===== src/rtl/grid_io_bank_cfg.sv =====
// grid_io_bank_cfg
//   IO grid tile serving NUM_IO pads from one configuration-chain segment.
//   Each pad channel carries CFG_BITS config bits: bit0 = DIR_IN (1: pad->fabric),
//   bit1 = INV (invert data). The serial chain fills a shadow register; the
//   shadow is copied into the active register only at the end of a complete,
//   error-free load window.
//
//   Optional feature macro: GRID_IO_CFG_PARITY_EN
//     Adds one odd-parity bit at sh[0] (the last bit shifted in). A window is
//     only applied when the XOR of all shadow bits is 1.
//
// Ports
//   prog_clk                        clock
//   pReset_n                        synchronous active-low reset
//   IO_ISOL_N                       0 = isolate all pads
//   config_enable                   1 = shift one config bit per cycle
//   ccff_head / ccff_tail           serial config in / out (last shadow bit)
//   gfpga_pad_sofa_plus_io_SOC_IN   pad -> fabric data
//   gfpga_pad_sofa_plus_io_SOC_OUT  fabric -> pad data
//   gfpga_pad_sofa_plus_io_SOC_DIR  1 = pad is input
//   io_outpad / io_inpad            fabric drive / receive per channel
//   cfg_valid                       active config holds a good load
//   cfg_err                         last load window was bad
module grid_io_bank_cfg #(
  parameter int NUM_IO   = 4,
  parameter int CFG_BITS = 2,
  parameter int CNT_W    = $clog2(NUM_IO*CFG_BITS+2)
) (
  input  logic              prog_clk,
  input  logic              pReset_n,
  input  logic              IO_ISOL_N,
  input  logic              config_enable,
  input  logic              ccff_head,
  output logic              ccff_tail,
  input  logic [NUM_IO-1:0] gfpga_pad_sofa_plus_io_SOC_IN,
  output logic [NUM_IO-1:0] gfpga_pad_sofa_plus_io_SOC_OUT,
  output logic [NUM_IO-1:0] gfpga_pad_sofa_plus_io_SOC_DIR,
  input  logic [NUM_IO-1:0] io_outpad,
  output logic [NUM_IO-1:0] io_inpad,
  output logic              cfg_valid,
  output logic              cfg_err
);

  localparam int NB = NUM_IO*CFG_BITS;
`ifdef GRID_IO_CFG_PARITY_EN
  localparam int OFF = 1;
`else
  localparam int OFF = 0;
`endif
  localparam int L = NB + OFF;
  localparam logic [CNT_W-1:0] L_C = CNT_W'(L);

  logic [L-1:0]     sh;
  logic [NB-1:0]    act;
  logic [CNT_W-1:0] cnt;
  logic             en_q;
  logic             parity_ok;
  logic             iso;

`ifdef GRID_IO_CFG_PARITY_EN
  assign parity_ok = ^sh;
`else
  assign parity_ok = 1'b1;
`endif

  // The tail is the last shadow flop, so it is registered by construction.
  assign ccff_tail = sh[L-1];

  always_ff @(posedge prog_clk) begin
    if (!pReset_n) begin
      sh        <= '0;
      act       <= '0;
      cnt       <= '0;
      en_q      <= 1'b0;
      cfg_valid <= 1'b0;
      cfg_err   <= 1'b0;
    end else begin
      en_q <= config_enable;
      if (config_enable) begin
        sh <= {sh[L-2:0], ccff_head};
        if (!en_q) begin
          // window start: this shift is bit 1 of the new load
          cnt     <= CNT_W'(1);
          cfg_err <= 1'b0;
        end else if (cnt < L_C) begin
          cnt <= cnt + 1'b1;
        end else begin
          // overshift: the chain already holds L bits
          cfg_err <= 1'b1;
        end
      end else if (en_q) begin
        // apply cycle: previous active config survives any bad window
        if (cnt == L_C && !cfg_err && parity_ok) begin
          act       <= sh[OFF +: NB];
          cfg_valid <= 1'b1;
        end else begin
          cfg_err <= 1'b1;
        end
      end
    end
  end

  // Pads stay isolated while shifting so a half-loaded chain never drives pins.
  assign iso = !IO_ISOL_N || config_enable || !cfg_valid;

  always_comb begin
    gfpga_pad_sofa_plus_io_SOC_OUT = '0;
    gfpga_pad_sofa_plus_io_SOC_DIR = '1;
    io_inpad                       = '0;
    if (!iso) begin
      for (int i = 0; i < NUM_IO; i++) begin
        gfpga_pad_sofa_plus_io_SOC_DIR[i] = act[i*CFG_BITS];
        if (act[i*CFG_BITS])
          io_inpad[i] = gfpga_pad_sofa_plus_io_SOC_IN[i] ^ act[i*CFG_BITS+1];
        else
          gfpga_pad_sofa_plus_io_SOC_OUT[i] = io_outpad[i] ^ act[i*CFG_BITS+1];
      end
    end
  end

endmodule


===== config.mk =====
export PLATFORM = sky130hd
export DESIGN_NAME = grid_io_bank_cfg
export DESIGN_NICKNAME = d
export VERILOG_FILES = /design/src/rtl/grid_io_bank_cfg.sv
export SDC_FILE = /design/constraint.sdc
export NUM_CORES = 1
export LEC_CHECK = 0
export BUFFER_PORTS_ARGS = -buffer_cell sky130_fd_sc_hd__buf_4
export CORE_ASPECT_RATIO = 0.6
export CORE_MARGIN = 5
export CORE_UTILIZATION = 36
export DETAILED_ROUTE_END_ITERATION = 12
export GPL_ROUTABILITY_DRIVEN = 1
export SYNTH_ARGS = -nofsm -noshare
export SYNTH_HDL_FRONTEND = slang
export SYNTH_SLANG_ARGS = --single-unit

===== constraint.sdc =====
create_clock -name prog_clk -period 3 [get_ports prog_clk]
set_input_delay 0.75 -clock prog_clk [delete_from_list [all_inputs] [get_ports prog_clk]]
set_output_delay 0.75 -clock prog_clk [all_outputs]
set_load 0.02 [all_outputs]

# Word-level counts from Yosys, hierarchy flattened
# Index checks and enable logic that the tools add are counted.
# totals
word_cells	49
register_bits	23
in_bits	13
output_inout_bits	15
# classes
add_sub_neg	1
n_mux	18
bitwise_logic	9
n_lt_le_gt_ge	1
n_reduce_logical	10
n_eq_ne	4
# ops
operator	n
$mux 4	5
$mux 1	13
$xor 1x1->1	8
$reduce_and 3->1	2
$add 4x1->4 const B	1
$eq 4x4->1 const B	1
$lt 4x4->1 const B	1
$logic_not 1->1	3
$ne 3x3->1 const B	1
$logic_or 1x1->1	2
$ne 2x1->1 const B	1
$ne 2x2->1 const B	1
$reduce_and 2->1	1
$reduce_bool 2->1	1
$logic_and 1x1->1	1
$not 1->1	1

# Depth between registers and ports, before layout
# Gate-level depths: netlist of the first run.
# logic_depth
depth_word	5
depth_mapped	6
ltp_nobuf	5

# Least setup slack after synthesis of the first run
# No wires, ideal clock.
# synth_path
kind	input -> output
from	input config_enable
to	output gfpga_pad_sofa_plus_io_SOC_OUT[0]
n_path_buf	1
stages	4
t_required_ps	2250
arrival_ps	1702
path_slack_ps	548
path_cell_list	buf_6 nand3b_1 or2_2 nor2_1
# synth_via
elab_chain_cells	3
# synth_lines
element	line	text
start, declared	32	input logic config_enable,
$logic_or 1x1->1 (2 in series)	104	assign iso = !IO_ISOL_N || config_enable || !cfg_valid;
$mux 4	110	if (!iso) begin
end, declared	36	output logic [NUM_IO-1:0] gfpga_pad_sofa_plus_io_SOC_OUT,
# No other way between the ends.

# Final worst setup path of the first run
# Ends and elaborated chain as after synthesis.

==> results_dict.tcl, run 1 <==
set metrics [dict create \
    outcome "complete, no violations" \
    reg2regPathDepth 6 \
    rsz0062_at_grt "false" \
    synth_compound_gate_area_share_pct 7.256 \
    fmax_mhz 399.6 \
    cts.sinks 23 \
    drive_gt1_share_pct 24.14 \
    synth_nets 134 \
    ys_ff_latch 23 \
    r2r-end "act[6]" \
    port_buffers 27 \
    cts_tree "yes" \
    diodes 0 \
    grt_pass1_vias 846 \
    cp_slowest_cell "or2_2" \
    ys_types 28 \
    worstPathRequired_ns 2.25 \
    synthSimpleGateAreaFrac_pct 23.02 \
    crit_path_end_kind "output port" \
    muxShareOfSynthArea_pct 14.51 \
    holdBufCountCts 0 \
    start_util_pct 37.94 \
    fp.dieW_um 81.48 \
    ir_drop_v 0.0001735 \
    first_iter_violations 41 \
    slew_viol_final 0 \
    vias 858 \
    die_h_um 52.89 \
    cp_max_fo 16 \
    layout_min_cycle_time_ns 2.502 \
    fin_nets 161 \
    wl_per_cell_um 12.41 \
    avgSynthCellArea_um2 9.274 \
    arrival_ns 1.75 \
    syn-cell-area_um2 1104 \
    setup_viol 0 \
    dpl.hpwl_mm 1.798 \
    ioPinCount 28 \
    drv_cap 0 \
    power.density_nw_per_um2 395.5 \
    grt_pass1_wl_mm 3.877 \
    hold_path_class "reg2reg" \
    cts.repair.resized 0 \
    drc 0 \
    synthCells 119 \
    post_drt_via_cell_ratio 4.588 \
    clockRootBuffer "clkbuf_8" \
    core-area_um2 2909 \
    antenna_left 0 \
    path_common_cell "buf_4" \
    gp_congestion 0.7124 \
    clk_path_buf_depth 2 \
    cts_buffers 3 \
    hold_start "sh[1]" \
    die-area_um2 4309 \
    start_kind "primary input" \
    fin_tns_setup_ns 0 \
    antenna_found_initial 0 \
    rows 15 \
    areaGrowthSynthToFinish_pct 24.38 \
    worstPathCellList "buf_4 -> nand3b_1 -> or2_2 -> nor2_1 -> buf_4" \
    worstSetupPathType "in2out" \
    synth_xor_area_share_pct 6.349 \
    cts_setup_buffers 0 \
    hold_depth 2 \
    r2r_start "cnt[0]" \
    slowest_delay_ns 0.32 \
    yosys_warnings 0 \
    period_share_pct 83.42 \
    grt_usage_pct 11.77 \
    fin_cells 187 \
    clock-skew-final_ns 0.003604 \
    rrSetupSlack_ns 1.57 \
    yosysSeqAreaShare_pct 41.72 \
    insertion_delay_ns 0.26 \
    min_to "act[1]" \
    synth_top_family_by_area "simple AND/OR/NAND/NOR gates" \
    h-tree-depth 1 \
    synth_fa_ha_area_share_pct 2.268 \
    place_inst 183 \
    hold_violations 0 \
    first_pass_iters 4 \
    tightest_slew_ns 0.3276 \
    wirelength_mm 2.321 \
    leakagePower_nw 0.5718 \
    grt-ovfl-total 0 \
    clk_pin_slew_ns 0.07 \
    grt_max_degree 22 \
    slew_headroom_pct 78.14 \
]
## state kept, by name (all words and copies together), names as in the netlist
register,cells
en_q,1
cnt,4
act,8
cfg_valid,1
cfg_err,1
sh,8
## synthesized netlist by cell type
master	instances	share of area, %
a21oi_1	2	0.91
nand4bb_4	1	2.5
o21a_1	2	1.4
nor2_1	14	4.8
and3_1	5	2.8
nand4b_1	1	0.79
a211oi_1	1	0.68
xor2_1	4	3.2
nand3b_1	1	0.68
nand2_1	20	6.8
o2bb2ai_1	1	0.79
nor3b_2	1	1.1
o311a_1	1	0.91
nor2b_1	1	0.57
buf_6	2	2.0
mux2i_1	16	15
or2_1	3	1.7
a21bo_2	1	0.91
o21ai_0	2	0.91
dfxtp_1	23	42
nor3b_1	1	0.68
inv_1	4	1.4
ha_1	2	2.3
buf_2	1	0.45
clkbuf_1	3	1.0
a41oi_1	1	0.79
or2_2	1	0.57
xnor2_1	4	3.2
## worst max-delay path by stage
stage	start	end	slack, ns	cells past startpoint
after global placement	config_enable	gfpga_pad_sofa_plus_io_SOC_OUT[0]	0.52	5
final	config_enable	gfpga_pad_sofa_plus_io_SOC_OUT[0]	0.50	5
after floorplan	config_enable	gfpga_pad_sofa_plus_io_SOC_OUT[0]	0.55	4
after global routing	config_enable	gfpga_pad_sofa_plus_io_SOC_OUT[3]	0.45	5
after detailed placement	config_enable	gfpga_pad_sofa_plus_io_SOC_OUT[0]	0.50	5
after CTS	config_enable	gfpga_pad_sofa_plus_io_SOC_OUT[0]	0.51	5
## stage by stage
stage / power (W) / instance area (um^2) / setup WS (ns) / utilization, % / hold WS [ns]
after floorplan: 0.0003473 / 1104 / 0.5479 / - / 0.4385
after global placement: 0.0003634 / 1328 / 0.5248 / 45.63 / 0.4554
after detailed placement: 0.0003640 / 1328 / 0.4998 / 45.63 / 0.4734
after CTS: 0.0005547 / 1373 / 0.5063 / 47.18 / 0.4832
after global routing: 0.0005671 / 1373 / 0.4502 / 47.18 / 0.5013
final: 0.0005428 / 1373 / 0.4975 / 47.18 / 0.4773
## report_power, final
group          internal (W)  total (W)  switching, W
Clock             0.0000946   0.000186     0.0000915
Sequential         0.000309   0.000314    0.00000428
Combinational     0.0000222  0.0000432     0.0000210
Total              0.000426   0.000543      0.000117
## area by class of cell
type,instances,area [um^2]
sequential,23,460.4
tap,42,52.55
fill,283,1536
clock buffer,4,45.04
multi-input combinational,86,589.3
timing repair buffer,28,210.2
inverter,4,15.01
## cells in the final DEF (no fill, tap or decap)
| cell type | n |
|---|---|
| nand2_1 | 20 |
| nand4b_1 | 1 |
| xor2_1 | 4 |
| nand4bb_4 | 1 |
| or2_1 | 3 |
| a41oi_1 | 1 |
| ha_1 | 2 |
| clkbuf_8 | 3 |
| o21a_1 | 2 |
| a21oi_1 | 2 |
| o21ai_0 | 2 |
| o311a_1 | 1 |
| and3_1 | 5 |
| mux2i_1 | 16 |
| nor2_1 | 14 |
| xnor2_1 | 4 |
| dfxtp_1 | 23 |
| or2_2 | 1 |
| a211oi_1 | 1 |
| a21bo_2 | 1 |
| nor2b_1 | 1 |
| o2bb2ai_1 | 1 |
| nand3b_1 | 1 |
| clkbuf_1 | 1 |
| nor3b_2 | 1 |
| buf_4 | 28 |
| nor3b_1 | 1 |
| inv_1 | 4 |
## worst max-delay path, delay by kind of cell
kind | cells | cell delay [ns]
AND/OR/NAND/NOR | 3 | 0.67
buffers and inverters | 2 | 0.33
## logic make-up (layout without fill, tap and decap cells)
logic type               after synthesis  in the layout
AND/OR/NAND/NOR                       49             49
multiplexers                          16             16
buffers and inverters                 10             36
XOR/XNOR                               8              8
adder cells (fa/ha/maj)                2              2
flip-flops                            23             23
AO/OA/AOI/OAI                         11             11
## per-layer routing
layer,track usage [%],vias to the layer above,part of all wire [%]
met3,4.082,2,6.2
met4,3.371,0,0.60
met5,0,-,0
met1,16.44,389,52
li1,-,449,-
met2,16.89,18,41
Power figures use the tool's default switching activity.
==> inputs of run 2 (changes only) <==
--- a/config.mk
+++ b/config.mk
@@ -5,6 +5,7 @@
 export SDC_FILE = /design/constraint.sdc
 export NUM_CORES = 1
 export LEC_CHECK = 0
+export ABC_AREA = 1
 export BUFFER_PORTS_ARGS = -buffer_cell sky130_fd_sc_hd__buf_4
 export CORE_ASPECT_RATIO = 0.6
 export CORE_MARGIN = 5
==> constraint.sdc (replaced) <==
create_clock -name prog_clk -period 2.11 [get_ports prog_clk]
set_input_delay 0.5275 -clock prog_clk [delete_from_list [all_inputs] [get_ports prog_clk]]
set_output_delay 0.5275 -clock prog_clk [all_outputs]
set_load 0.02 [all_outputs]
==> run 2 against run 1 <==
Effect of this change: final area is 0.64% higher; critical path depth grew 1; area after synthesis rose by 0.79%; non-clock buffer count up 1; critical endpoint is now gfpga_pad_sofa_plus_io_SOC_OUT[1]; largest cell class unchanged.
==> results_dict.tcl, run 2 <==
set metrics [dict create \
    holdBufCountCts 0 \
    rsz0062_at_grt "false" \
    gp_congestion 0.7169 \
    slew_viol_final 0 \
    first_iter_violations 54 \
    pwr-share-comb_pct 10.5 \
    fin_nets 196 \
    final_area_um2 1381 \
    h-tree-depth 1 \
    total_power_w 0.0008059 \
    final_cell_mix "buf_4, nand2_1, a21oi_1, dfxtp_1, inv_1" \
    synthCells 153 \
    clockRootBuffer "clkbuf_8" \
    synth_area_leader_cell "dfxtp_1" \
    start_kind "primary input" \
    synth_edf_count 0 \
    cts_tree "yes" \
    grt_pass1_vias 890 \
    rrSetupSlack_ns 0.67 \
    crit_path_end_kind "output port" \
    met2_usage_pct 18.50 \
    layout_min_cycle_time_ns 1.949 \
    post_drt_via_cell_ratio 4.626 \
    start_util_pct 38.24 \
    arrival_ns 1.42 \
    first_pass_iters 4 \
    seq_power_share_pct 56.4 \
    ioPinCount 28 \
    areaGrowthSynthToFinish_pct 24.18 \
    syn-cell-area_um2 1112 \
    layout_commonest_cell "buf_4" \
    vias 1027 \
    synth.area.top_cells "dfxtp_1, a21oi_1, nand2_1, inv_1, nor2_1" \
    rows 15 \
    ir_drop_v 0.0002564 \
    leakagePower_nw 0.5669 \
    r2r_start "cnt[0]" \
    grt_max_degree 21 \
    power_switching_w 0.0001874 \
    cts_buffers 3 \
    grt_usage_pct 12.36 \
    core-area_um2 2909 \
    met1_usage_pct 16.46 \
    slew_headroom_pct 75.40 \
    avgSynthCellArea_um2 7.270 \
    yosysSeqAreaShare_pct 41.39 \
    synthFlopType "dfxtp_1" \
    largest_registers "act x8, sh x8, cnt x4" \
    antenna_left 0 \
    crit_start "config_enable" \
    worstSetupPathType "in2out" \
    hold_violations 0 \
    drive_gt1_share_pct 21.67 \
    tightest_slew_ns 0.3681 \
    yosys_warnings 0 \
    final_util_pct 47.48 \
    p_int_w 0.0006185 \
    outcome "complete, no violations" \
    fp.dieW_um 81.76 \
    met3_usage_pct 4.762 \
    insertion_delay_ns 0.26 \
    fin_cells 222 \
    synth_nets 168 \
    swShare_pct 23.26 \
    cts.sinks 23 \
    fmax_mhz 513.1 \
    cp_max_fo 8 \
    grt_pass1_wl_mm 4.057 \
    clk_pin_slew_ns 0.07 \
    fin_tns_setup_ns 0 \
    wl_per_cell_um 11.05 \
    placed_area_um2 1336 \
    p_clk_share_pct 33.1 \
    drv_cap 0 \
    busiest_layer "met2" \
    drc 0 \
    reg2regPathDepth 7 \
    cts_setup_buffers 0 \
    die_h_um 53.06 \
    clk_path_buf_depth 2 \
    port_buffers 27 \
    wirelength_mm 2.454 \
    power.density_nw_per_um2 583.4 \
    antenna_found_initial 0 \
    dpl.hpwl_mm 1.895 \
    r2r-end "act[3]" \
    place_inst 218 \
    synthArstFlopShare_pct 0 \
    crit_end "gfpga_pad_sofa_plus_io_SOC_OUT[1]" \
    clock-skew-final_ns 0.003734 \
    worstPathRequired_ns 1.58 \
    ys_types 21 \
    hold_path_class "reg2reg" \
    cts.repair.resized 0 \
    setup_viol 0 \
    yosysTopAreaCellShare_pct 41.39 \
    diodes 0 \
    ys_ff_latch 23 \
    synth_commonest_cells "a21oi_1, dfxtp_1, nand2_1, inv_1, nor2_1" \
    grt-ovfl-total 0 \
    die-area_um2 4338 \
    period_share_pct 92.36 \
]
run 2: layout make-up:
type / instances / area [um^2]
fill: 295 / 1528
clock buffer: 4 / 45.04
sequential: 23 / 460.4
inverter: 21 / 81.33
multi-input combinational: 103 / 524.3
timing repair buffer: 29 / 217.7
tap: 42 / 52.55
run 2: logic make-up after synthesis:
kind of cell             Yosys count  share of synthesized area [%]
flip-flops                        23                          41.39
AND/OR/NAND/NOR                   59                          23.73
AO/OA/AOI/OAI                     36                          16.42
buffers and inverters             27                          11.47
adder cells (fa/ha/maj)            2                          2.249
XOR/XNOR                           6                          4.724
run 2: worst min-delay path by stage:
stage                from  endpoint  slack [ns]  cells after the start
floorplan           sh[5]     sh[6]        0.44                      2
finish              sh[4]     sh[5]        0.48                      2
CTS                 sh[6]     sh[7]        0.48                      2
detailed placement  sh[6]     sh[7]        0.47                      2
global route        sh[6]     sh[7]        0.50                      2
global placement    sh[6]     sh[7]        0.46                      2
run 2: stage by stage:
stage	setup WS (ns)	hold slack (ns)
floorplan	0.1023	0.4415
global placement	0.1757	0.4616
detailed placement	0.1597	0.4653
CTS	0.1584	0.4820
global route	0.05352	0.4978
finish	0.1612	0.4836
run 2: routing by layer:
layer  routed length, um  vias to the layer above
met5                   0                        -
met4                  17                        0
met3                 190                        2
met2                1013                       34
met1                1233                      448
li1                    -                      543
run 2: worst max-delay path: stages:
cell	delay, ns
buf_4	0.12
inv_4	0.09
nand3_2	0.13
or2_2	0.32
nor2_1	0.09
buf_4	0.14
run 2: power by group through the flow:
stage	clock network [W]	logic (W)	registers, W
floorplan	0	0.0000521	0.000465
global placement	0	0.0000824	0.000464
detailed placement	0	0.0000843	0.000465
CTS	0.000281	0.0000846	0.000455
global route	0.000300	0.0000952	0.000456
finish	0.000267	0.0000845	0.000455
